$ cat src/rtl/add_sub_zero_result_responder_pkg.sv
// Shared definitions for the add/sub zero-result responder: state encoding,
// precision widths and the timeout defaults.
package add_sub_zero_result_responder_pkg;

  typedef enum logic [2:0] {
    S_IDLE    = 3'd0,
    S_LOAD    = 3'd1,
    S_CHECK   = 3'd2,
    S_WAIT_DP = 3'd3,
    S_OUT     = 3'd4
  } state_t;

  localparam int W_SINGLE        = 32;
  localparam int W_DOUBLE        = 64;
  localparam int TIMEOUT_DEFAULT = 16;

  // Counter must be able to hold TIMEOUT itself, hence the +1.
  function automatic int cnt_width(input int timeout);
    return $clog2(timeout + 1);
  endfunction

endpackage

$ cat src/rtl/add_sub_zero_result_responder_timeout.sv
// Cycle counter for the datapath wait; flags the last permitted wait cycle
// (count == TIMEOUT-1).
module add_sub_timeout_counter
  import add_sub_zero_result_responder_pkg::*;
#(
  parameter int TIMEOUT = TIMEOUT_DEFAULT,
  parameter int CW      = cnt_width(TIMEOUT_DEFAULT)
) (
  input  logic clk,
  input  logic rst,
  input  logic i_clear,
  input  logic i_enable,
  output logic o_terminal
);

  localparam logic [CW-1:0] TC = CW'(TIMEOUT - 1);

  logic [CW-1:0] r_count;

  always_ff @(posedge clk or negedge rst) begin
    if (!rst) begin
      r_count <= '0;
    end else if (i_clear) begin
      r_count <= '0;
    end else if (i_enable) begin
      r_count <= r_count + CW'(1);
    end
  end

  assign o_terminal = (r_count == TC);

endmodule

$ cat src/rtl/add_sub_zero_result_responder.sv
// Consumer end of the add/sub zero-detection path: strobes the zero-detect
// load, then returns +0 directly or waits (bounded) for the datapath result.
module add_sub_zero_result_responder
  import add_sub_zero_result_responder_pkg::*;
#(
  parameter int W       = W_SINGLE,
  parameter int TIMEOUT = TIMEOUT_DEFAULT
) (
  input  logic         clk,
  input  logic         rst,
  input  logic         start,
  output logic         ready,
  input  logic         arit_op,
  output logic         load_zero,
  input  logic         zero_flag,
  input  logic [W-1:0] dp_result,
  input  logic         dp_valid,
  output logic         dp_flush,
  output logic [W-1:0] result,
  output logic         result_valid,
  input  logic         result_ready,
  output logic         zero_out,
  output logic         timeout_err
);

  localparam int CW = cnt_width(TIMEOUT);

  state_t         r_state;
  logic           r_ready;
  logic           r_load_zero;
  logic [W-1:0]   r_result;
  logic           r_result_valid;
  logic           r_zero_out;
  logic           r_timeout_err;
  logic           r_arit_op;

  logic           w_cnt_clear;
  logic           w_cnt_enable;
  logic           w_terminal;
  logic           w_zero_hit;
  logic           w_timeout_hit;
  logic           w_unused_op;

  assign w_cnt_clear  = (r_state == S_CHECK);
  assign w_cnt_enable = (r_state == S_WAIT_DP);

  add_sub_timeout_counter #(
    .TIMEOUT (TIMEOUT),
    .CW      (CW)
  ) u_timeout (
    .clk        (clk),
    .rst        (rst),
    .i_clear    (w_cnt_clear),
    .i_enable   (w_cnt_enable),
    .o_terminal (w_terminal)
  );

  // The zero flag only becomes valid in CHECK, so the flush that abandons the
  // datapath must be decoded in that same cycle rather than a cycle later.
  assign w_zero_hit    = (r_state == S_CHECK) && zero_flag;
  assign w_timeout_hit = (r_state == S_WAIT_DP) && !dp_valid && w_terminal;
  assign dp_flush      = w_zero_hit || w_timeout_hit;

  // An exact-cancellation zero is +0 for both add and subtract under
  // round-to-nearest, so the captured op does not steer the result today.
  assign w_unused_op = r_arit_op;

  always_ff @(posedge clk or negedge rst) begin
    if (!rst) begin
      r_state        <= S_IDLE;
      r_ready        <= 1'b1;
      r_load_zero    <= 1'b0;
      r_result       <= '0;
      r_result_valid <= 1'b0;
      r_zero_out     <= 1'b0;
      r_timeout_err  <= 1'b0;
      r_arit_op      <= 1'b0;
    end else begin
      r_load_zero <= 1'b0;
      unique case (r_state)
        S_IDLE: begin
          if (start) begin
            r_arit_op     <= arit_op;
            r_timeout_err <= 1'b0;
            r_ready       <= 1'b0;
            r_load_zero   <= 1'b1;
            r_state       <= S_LOAD;
          end
        end
        S_LOAD: begin
          r_state <= S_CHECK;
        end
        S_CHECK: begin
          if (zero_flag) begin
            r_result       <= '0;
            r_zero_out     <= 1'b1;
            r_result_valid <= 1'b1;
            r_state        <= S_OUT;
          end else if (dp_valid) begin
            r_result       <= dp_result;
            r_zero_out     <= 1'b0;
            r_result_valid <= 1'b1;
            r_state        <= S_OUT;
          end else begin
            r_state <= S_WAIT_DP;
          end
        end
        S_WAIT_DP: begin
          if (dp_valid) begin
            r_result       <= dp_result;
            r_zero_out     <= 1'b0;
            r_result_valid <= 1'b1;
            r_state        <= S_OUT;
          end else if (w_terminal) begin
            r_timeout_err <= 1'b1;
            r_ready       <= 1'b1;
            r_state       <= S_IDLE;
          end
        end
        S_OUT: begin
          if (result_ready) begin
            r_result_valid <= 1'b0;
            r_ready        <= 1'b1;
            r_state        <= S_IDLE;
          end
        end
        default: begin
          r_result_valid <= 1'b0;
          r_ready        <= 1'b1;
          r_state        <= S_IDLE;
        end
      endcase
    end
  end

  assign ready        = r_ready;
  assign load_zero    = r_load_zero;
  assign result       = r_result;
  assign result_valid = r_result_valid;
  assign zero_out     = r_zero_out;
  assign timeout_err  = r_timeout_err;

endmodule

$ cat config.mk
export PLATFORM = sky130hd
export DESIGN_NAME = add_sub_zero_result_responder
export DESIGN_NICKNAME = d
export VERILOG_FILES = /design/src/rtl/add_sub_zero_result_responder_pkg.sv /design/src/rtl/add_sub_zero_result_responder_timeout.sv /design/src/rtl/add_sub_zero_result_responder.sv
export SDC_FILE = /design/constraint.sdc
export NUM_CORES = 1
export LEC_CHECK = 0
export ABC_AREA = 1
export BUFFER_PORTS_ARGS = -buffer_cell sky130_fd_sc_hd__buf_2
export CELL_PAD_IN_SITES_DETAIL_PLACEMENT = 1
export CELL_PAD_IN_SITES_GLOBAL_PLACEMENT = 1
export CORE_MARGIN = 4
export CORE_UTILIZATION = 36
export CTS_BUF_LIST = sky130_fd_sc_hd__clkbuf_4
export CTS_CLUSTER_DIAMETER = 200
export DETAILED_ROUTE_END_ITERATION = 8
export HOLD_SLACK_MARGIN = 0.15
export PLACE_DENSITY = 0.84
export SYNTH_ARGS = -nofsm -noshare
export SYNTH_HDL_FRONTEND = slang
export SYNTH_SLANG_ARGS = --single-unit
$ cat constraint.sdc
create_clock -name clk -period 2.3 [get_ports clk]
set_clock_uncertainty 0.05 [all_clocks]
set_input_delay 0.575 -clock clk [delete_from_list [all_inputs] [get_ports clk]]
set_output_delay 0.575 -clock clk [all_outputs]
set_load 0.03 [all_outputs]
==> results.py, run 1 <==
metrics = {
    "timing": {
        "min_period_ns": 2.27,
        "worst_pin_slew_ns": 0.567,
        "period_share": 0.988,
        "slew_viol_final": 0,
        "setup_viol": 0,
        "slew_headroom": 0.622,
        "grt_setup_unrepaired": "yes",
        "max_freq_mhz": 440,
        "hold_viol": 0,
        "fin_ws_ns": 0.0269,
    },
    "global_routing": {
        "antenna_found_initial": 0,
        "grt_pass1_vias": 1859,
        "grt_max_degree": 35,
        "grt-ovfl-total": 0,
        "grt_usage": 0.167,
        "grt_pass1_wl_um": 8600,
    },
    "logic_synthesis": {
        "ys_types": 25,
        "ys_ff_latch": 45,
        "seq_area_frac_synth": 0.566,
        "synth_cells": 226,
        "synthesis.nets": 267,
        "ys_warn_count": 0,
        "avgSynthCellArea_um2": 8.81,
        "synth_area_mm2": 0.00199,
    },
    "layout": {
        "area_delta_synth_final_pct": 29.9,
        "antenna_cells": 0,
        "final_cell_mix": "buf_2, nor2_1, dfrtp_1, nand2_1, o21ai_0",
        "finish.instance_area_mm2": 0.00259,
        "fill_cells": 658,
        "finalNonFillerCells": 382,
        "final_common_cell": "buf_2",
        "layout-drive-gt1-share": 0.365,
        "nets": 353,
    },
    "detailed_routing": {
        "wl_per_cell_um": 13.8,
        "drc_errors": 0,
        "routed_wl_um": 5280,
        "drt-pass1-iter-count": 4,
        "drt_iter0_markers": 59,
        "ant_nets": 0,
        "via_per_inst": 4.76,
        "num_vias": 1819,
    },
    "placement": {
        "gp_congestion": 0.806,
        "dp_worst_setup_slack_ns": 0.208,
        "placed_area_mm2": 0.00245,
        "port_buffers": 75,
        "dpl.cell_count": 368,
        "hpwl_um": 3810,
    },
    "critical_path": {
        "arrival_ns": 1.65,
        "worstPathRequired_ns": 1.67,
        "rr_worst_depth": 6,
        "critPathCaptureType": "output pin",
        "r2r_slack_ns": 0.60,
        "start_kind": "register",
        "timing.rr.start": "r_state[2]$_DFFE_PN0P_",
        "criticalPathCategory": "reg -> out",
        "r2r_end": "result[2]$_DFFE_PN0P_",
        "critPathMaxFanout": 4,
    },
    "cts": {
        "clk_pin_slew_ns": 0.13,
        "cts_tree": "done",
        "cts_buffer_depth": 2,
        "cts_sinks": 45,
        "hold_buffers": 0,
        "cts_root_buf": "clkbuf_4",
        "cts_made_buffers": 5,
        "worst_skew_pair.late_latency_ns": 0.35,
        "cts_max_level": 2,
    },
    "worst_hold_path": {
        "worstHoldPathType": "in -> async",
    },
    "floorplan": {
        "die-area_mm2": 0.00678,
        "num_rows": 26,
        "start_util": 0.380,
        "core-area_mm2": 0.00524,
        "ios": 77,
        "die_x_um": 82.4,
        "die_y_um": 82.4,
    },
    "pwr": {
        "p_per_area_mw_per_mm2": 1470,
        "power_leakage_nw": 1.38,
        "total_power_mw": 3.81,
        "ir_worst_vdd_uv": 620,
    },
    "flow_run": {
        "maxCapViolations": 0,
    },
    "status": {
        "status": "finished, final reports clean",
    },
}
layout make-up:
class,instances,area [um2],share of cell area
Sequential cell,45,1130,0.436
Multi-Input combinational cell,157,774,0.299
Timing Repair Buffer,88,492,0.190
Tap cell,70,87.6,0.0339
Inverter,15,56.3,0.0218
Clock buffer,5,37.5,0.0145
Clock inverter,2,11.3,0.00435
report_power, final:
group | switching [mW] | leakage [nW] | internal, mW
Clock | 0.249 | 0.0247 | 0.110
Combinational | 1.38 | 0.798 | 0.685
Sequential | 0.209 | 0.553 | 1.17
Total | 1.84 | 1.38 | 1.96
timing repair:
action	in CTS	in global routing
pin swaps	4	2
setup buffers	3	4
endpoints found under the setup margin	1	1
resized for setup	7	2
worst max-delay path by stage:
stage                                           startpoint  endpoint  slack (ns)
final                     u_timeout.r_count[0]$_DFFE_PN0P_  dp_flush        0.03
after global routing      u_timeout.r_count[0]$_DFFE_PN0P_  dp_flush       -0.12
after CTS                 u_timeout.r_count[1]$_DFFE_PN0P_  dp_flush       -0.03
after detailed placement  u_timeout.r_count[0]$_DFFE_PN0P_  dp_flush        0.21
after global placement    u_timeout.r_count[0]$_DFFE_PN0P_  dp_flush        0.23
after floorplan           u_timeout.r_count[0]$_DFFE_PN0P_  dp_flush        0.37
cells in the mapped netlist:
master	instances	share of area
o21ai_0	21	0.053
o22ai_1	1	0.0031
or2_0	2	0.0063
or2_2	4	0.013
o21ai_1	11	0.028
nand2_1	22	0.041
nor2_1	59	0.11
nand3_1	9	0.023
nor2_2	1	0.0031
inv_1	11	0.021
dfrtp_1	44	0.55
nor2_4	2	0.011
a22o_1	1	0.0044
buf_2	5	0.013
inv_2	4	0.0075
nand4_1	2	0.0063
clkbuf_2	1	0.0025
or2_1	13	0.041
dfstp_2	1	0.013
nand2_2	2	0.0063
ha_1	2	0.013
buf_4	1	0.0038
buf_6	2	0.011
a21oi_1	3	0.0075
nor3_1	2	0.0050
flip-flops by register name, indices dropped and copies added, names as in the netlist:
signal             cells
load_zero              1
r_state                3
ready                  1
result                32
result_valid           1
timeout_err            1
u_timeout.r_count      5
zero_out               1
stage by stage:
step / TNS (ns) / util / hold WS [ns]
2_1_floorplan: 0 / - / 0.229
3_3_place_gp: 0 / 0.468 / 0.398
3_5_place_dp: 0 / 0.468 / 0.403
4_1_cts: -0.0319 / 0.486 / 0.154
5_1_grt: -0.115 / 0.494 / 0.154
6_report: 0 / 0.494 / 0.143
layer usage:
layer  routed length (um)  up-vias  track usage
met5                    0        -            0
met1                 2170      880        0.199
met4                   50        0       0.0449
met3                  287        5       0.0456
li1                     -      891            -
met2                 2780       43        0.295
critical path: stages (launching register included):
cell and delay [ns]:
dfrtp_1 0.41, ha_4 0.17, inv_2 0.04, nor3_2 0.15
ha_2 0.23, nand3_2 0.10, nand2_2 0.08, buf_6 0.12
cells by family (layout without fill, tap and decap cells):
family / Yosys count / count (layout) / synth area share
buf+inv: 24 / 110 / 0.0584
fa+ha+maj: 2 / 2 / 0.0126
simple gates: 118 / 118 / 0.267
compound gates: 37 / 37 / 0.0955
flops: 45 / 45 / 0.566
Power figures use the tool's default switching activity.
==> run 2: changes to the inputs <==
--- a/config.mk
+++ b/config.mk
@@ -14,8 +14,10 @@
 export CTS_BUF_LIST = sky130_fd_sc_hd__clkbuf_4
 export CTS_CLUSTER_DIAMETER = 200
 export DETAILED_ROUTE_END_ITERATION = 8
+export GPL_ROUTABILITY_DRIVEN = 0
 export HOLD_SLACK_MARGIN = 0.15
 export PLACE_DENSITY = 0.84
+export REMOVE_ABC_BUFFERS = 1
 export SYNTH_ARGS = -nofsm -noshare
 export SYNTH_HDL_FRONTEND = slang
 export SYNTH_SLANG_ARGS = --single-unit
==> run 2 against run 1 <==
  * The run now ends with negative setup slack left
  * Sequential power hardly changed
  * Critical path type unchanged
  * Register-to-register slack worse by 0.15 ns
  * Sequential share of layout area up 0.19 points
  * Largest cell class unchanged
  * Count of clock-buffer cells in the layout up 1
  * Fmax is 1.7% lower
  * Via count is 1.3% higher
==> results.py, run 2 (synthesis gave the netlist of run 1 again) <==
metrics = {
    "detailed_routing": {
        "num_vias": 1843,
        "via_per_inst": 4.81,
        "drt-pass1-iter-count": 4,
        "wl_per_cell_um": 13.9,
        "routed_wl_um": 5320,
        "ant_nets": 0,
        "drt_iter0_markers": 45,
        "drc_errors": 0,
    },
    "floorplan": {
        "num_rows": 26,
        "core-area_mm2": 0.00524,
        "die-area_mm2": 0.00678,
        "die_x_um": 82.4,
        "die_y_um": 82.4,
        "ios": 77,
        "start_util": 0.380,
    },
    "cts": {
        "cts_tree": "done",
        "worst_skew_pair.late_latency_ns": 0.35,
        "cts_root_buf": "clkbuf_4",
        "cts_made_buffers": 5,
        "cts_max_level": 2,
        "cts_buffer_depth": 2,
        "cts_sinks": 45,
        "clk_pin_slew_ns": 0.13,
    },
    "placement": {
        "dp_worst_setup_slack_ns": 0.165,
        "hpwl_um": 3910,
        "port_buffers": 75,
    },
    "critical_path": {
        "critPathMostFrequentCell": "ha_2",
        "slowest_delay_ns": 0.39,
        "criticalPathCategory": "reg -> out",
        "timing.rr.start": "u_timeout.r_count[0]$_DFFE_PN0P_",
        "path_cells": "ha_2 -> inv_2 -> nor3_2 -> ha_2 -> nand3_2 -> nand2_2 -> buf_6",
        "cp_top_family": "adder cells",
        "worstPathRequired_ns": 1.67,
        "critPathCaptureType": "output pin",
        "critPathMaxFanout": 2,
        "r2r_slack_ns": 0.45,
        "setup.worst_path.start": "u_timeout.r_count[0]$_DFFE_PN0P_",
        "crit_slowest_cell": "dfrtp_1",
        "start_kind": "register",
        "critPathBufInv": 2,
        "arrival_ns": 1.69,
    },
    "worst_hold_path": {
        "worstHoldPathType": "in -> async",
    },
    "layout": {
        "nets": 353,
        "antenna_cells": 0,
        "largest_register_ffs": 32,
        "final_common_cell": "buf_2",
        "layout-drive-gt1-share": 0.371,
        "final_cell_mix": "buf_2, nor2_1, dfrtp_1, nand2_1, o21ai_0",
        "final_util": 0.492,
        "area_delta_synth_final_pct": 29.4,
    },
    "global_routing": {
        "grt_max_degree": 35,
        "grt-ovfl-total": 0,
        "use_met3": 0.0803,
        "busiest_layer": "met2",
        "grt_usage": 0.169,
        "antenna_found_initial": 0,
        "grt_pass1_wl_um": 8800,
        "use_met2": 0.290,
        "grt_util_met1": 0.190,
        "grt_pass1_vias": 1961,
    },
    "timing": {
        "hold_viol": 0,
        "tns_ns": -0.0118,
        "setup_viol": 1,
        "min_period_ns": 2.31,
        "max_freq_mhz": 433,
        "slew_headroom": 0.556,
        "period_share": 1.01,
        "worst_pin_slew_ns": 0.666,
        "fin_ws_ns": -0.0118,
        "grt_setup_unrepaired": "yes",
        "slew_viol_final": 0,
    },
    "status": {
        "status": "finished with violations",
        "violations": "negative setup slack",
    },
    "pwr": {
        "ir_worst_vdd_uv": 672,
        "p_per_area_mw_per_mm2": 1470,
        "power_leakage_nw": 1.37,
        "total_power_mw": 3.79,
    },
    "flow_run": {
        "maxCapViolations": 0,
    },
}
-- run 2: cell types whose count changed in the layout (fill, tap and decap cells not counted), sizes merged --
cell / delta
clkinv: -1
clkbuf: +1
clkinvlp: +1
-- run 2: path summary, 6_finish.rpt --
path	endpoint	cells after the start
max in group asynchronous	result_valid$_DFFE_PN0P_	2
setup / recovery	dp_flush	7
hold reg to reg	ready$_DFFE_PN1P_	2
min in group clk	load_zero$_DFF_PN0_	3
hold / removal	result[17]$_DFFE_PN0P_	1
setup reg to reg	r_state[0]$_DFFE_PN0P_	11
-- run 2: area by class of cell --
type	instances	area [um2]
sequential	45	1130
multi-input combinational	157	764
inverter	15	56.3
clock inverter	2	15.0
timing repair buffer	88	479
fill	673	2660
tap	70	87.6
clock buffer	6	45.0
-- run 2: timing repair --
item	4_1_cts	5_1_grt
setup buffers	4	3
resized for setup	7	1
endpoints found under the setup margin	1	1
gates cloned	0	0
pin swaps	4	4
hold buffers	0	0
-- run 2: power breakdown --
| part | total (mW) | switching [mW] | leakage [nW] | internal, mW |
|---|---|---|---|---|
| sequential | 1.37 | 0.202 | 0.553 | 1.17 |
| combinational | 2.03 | 1.37 | 0.792 | 0.655 |
| clock | 0.393 | 0.261 | 0.0279 | 0.132 |
| total | 3.79 | 1.84 | 1.37 | 1.96 |
-- run 2: per-stage QoR --
step                hold slack (ns)  cells  area [um2]
finish                        0.179    383        2570
global route                  0.215    383        2570
CTS                           0.183    380        2550
detailed placement            0.405    368        2440
global placement              0.396    368        2440
floorplan                     0.229    217        1930
-- run 2: per-layer routing --
layer  wire (um)  share of wire
met1        2110           0.40
met2        2660           0.50
met3         523          0.098
met4          31         0.0058
met5           0              0
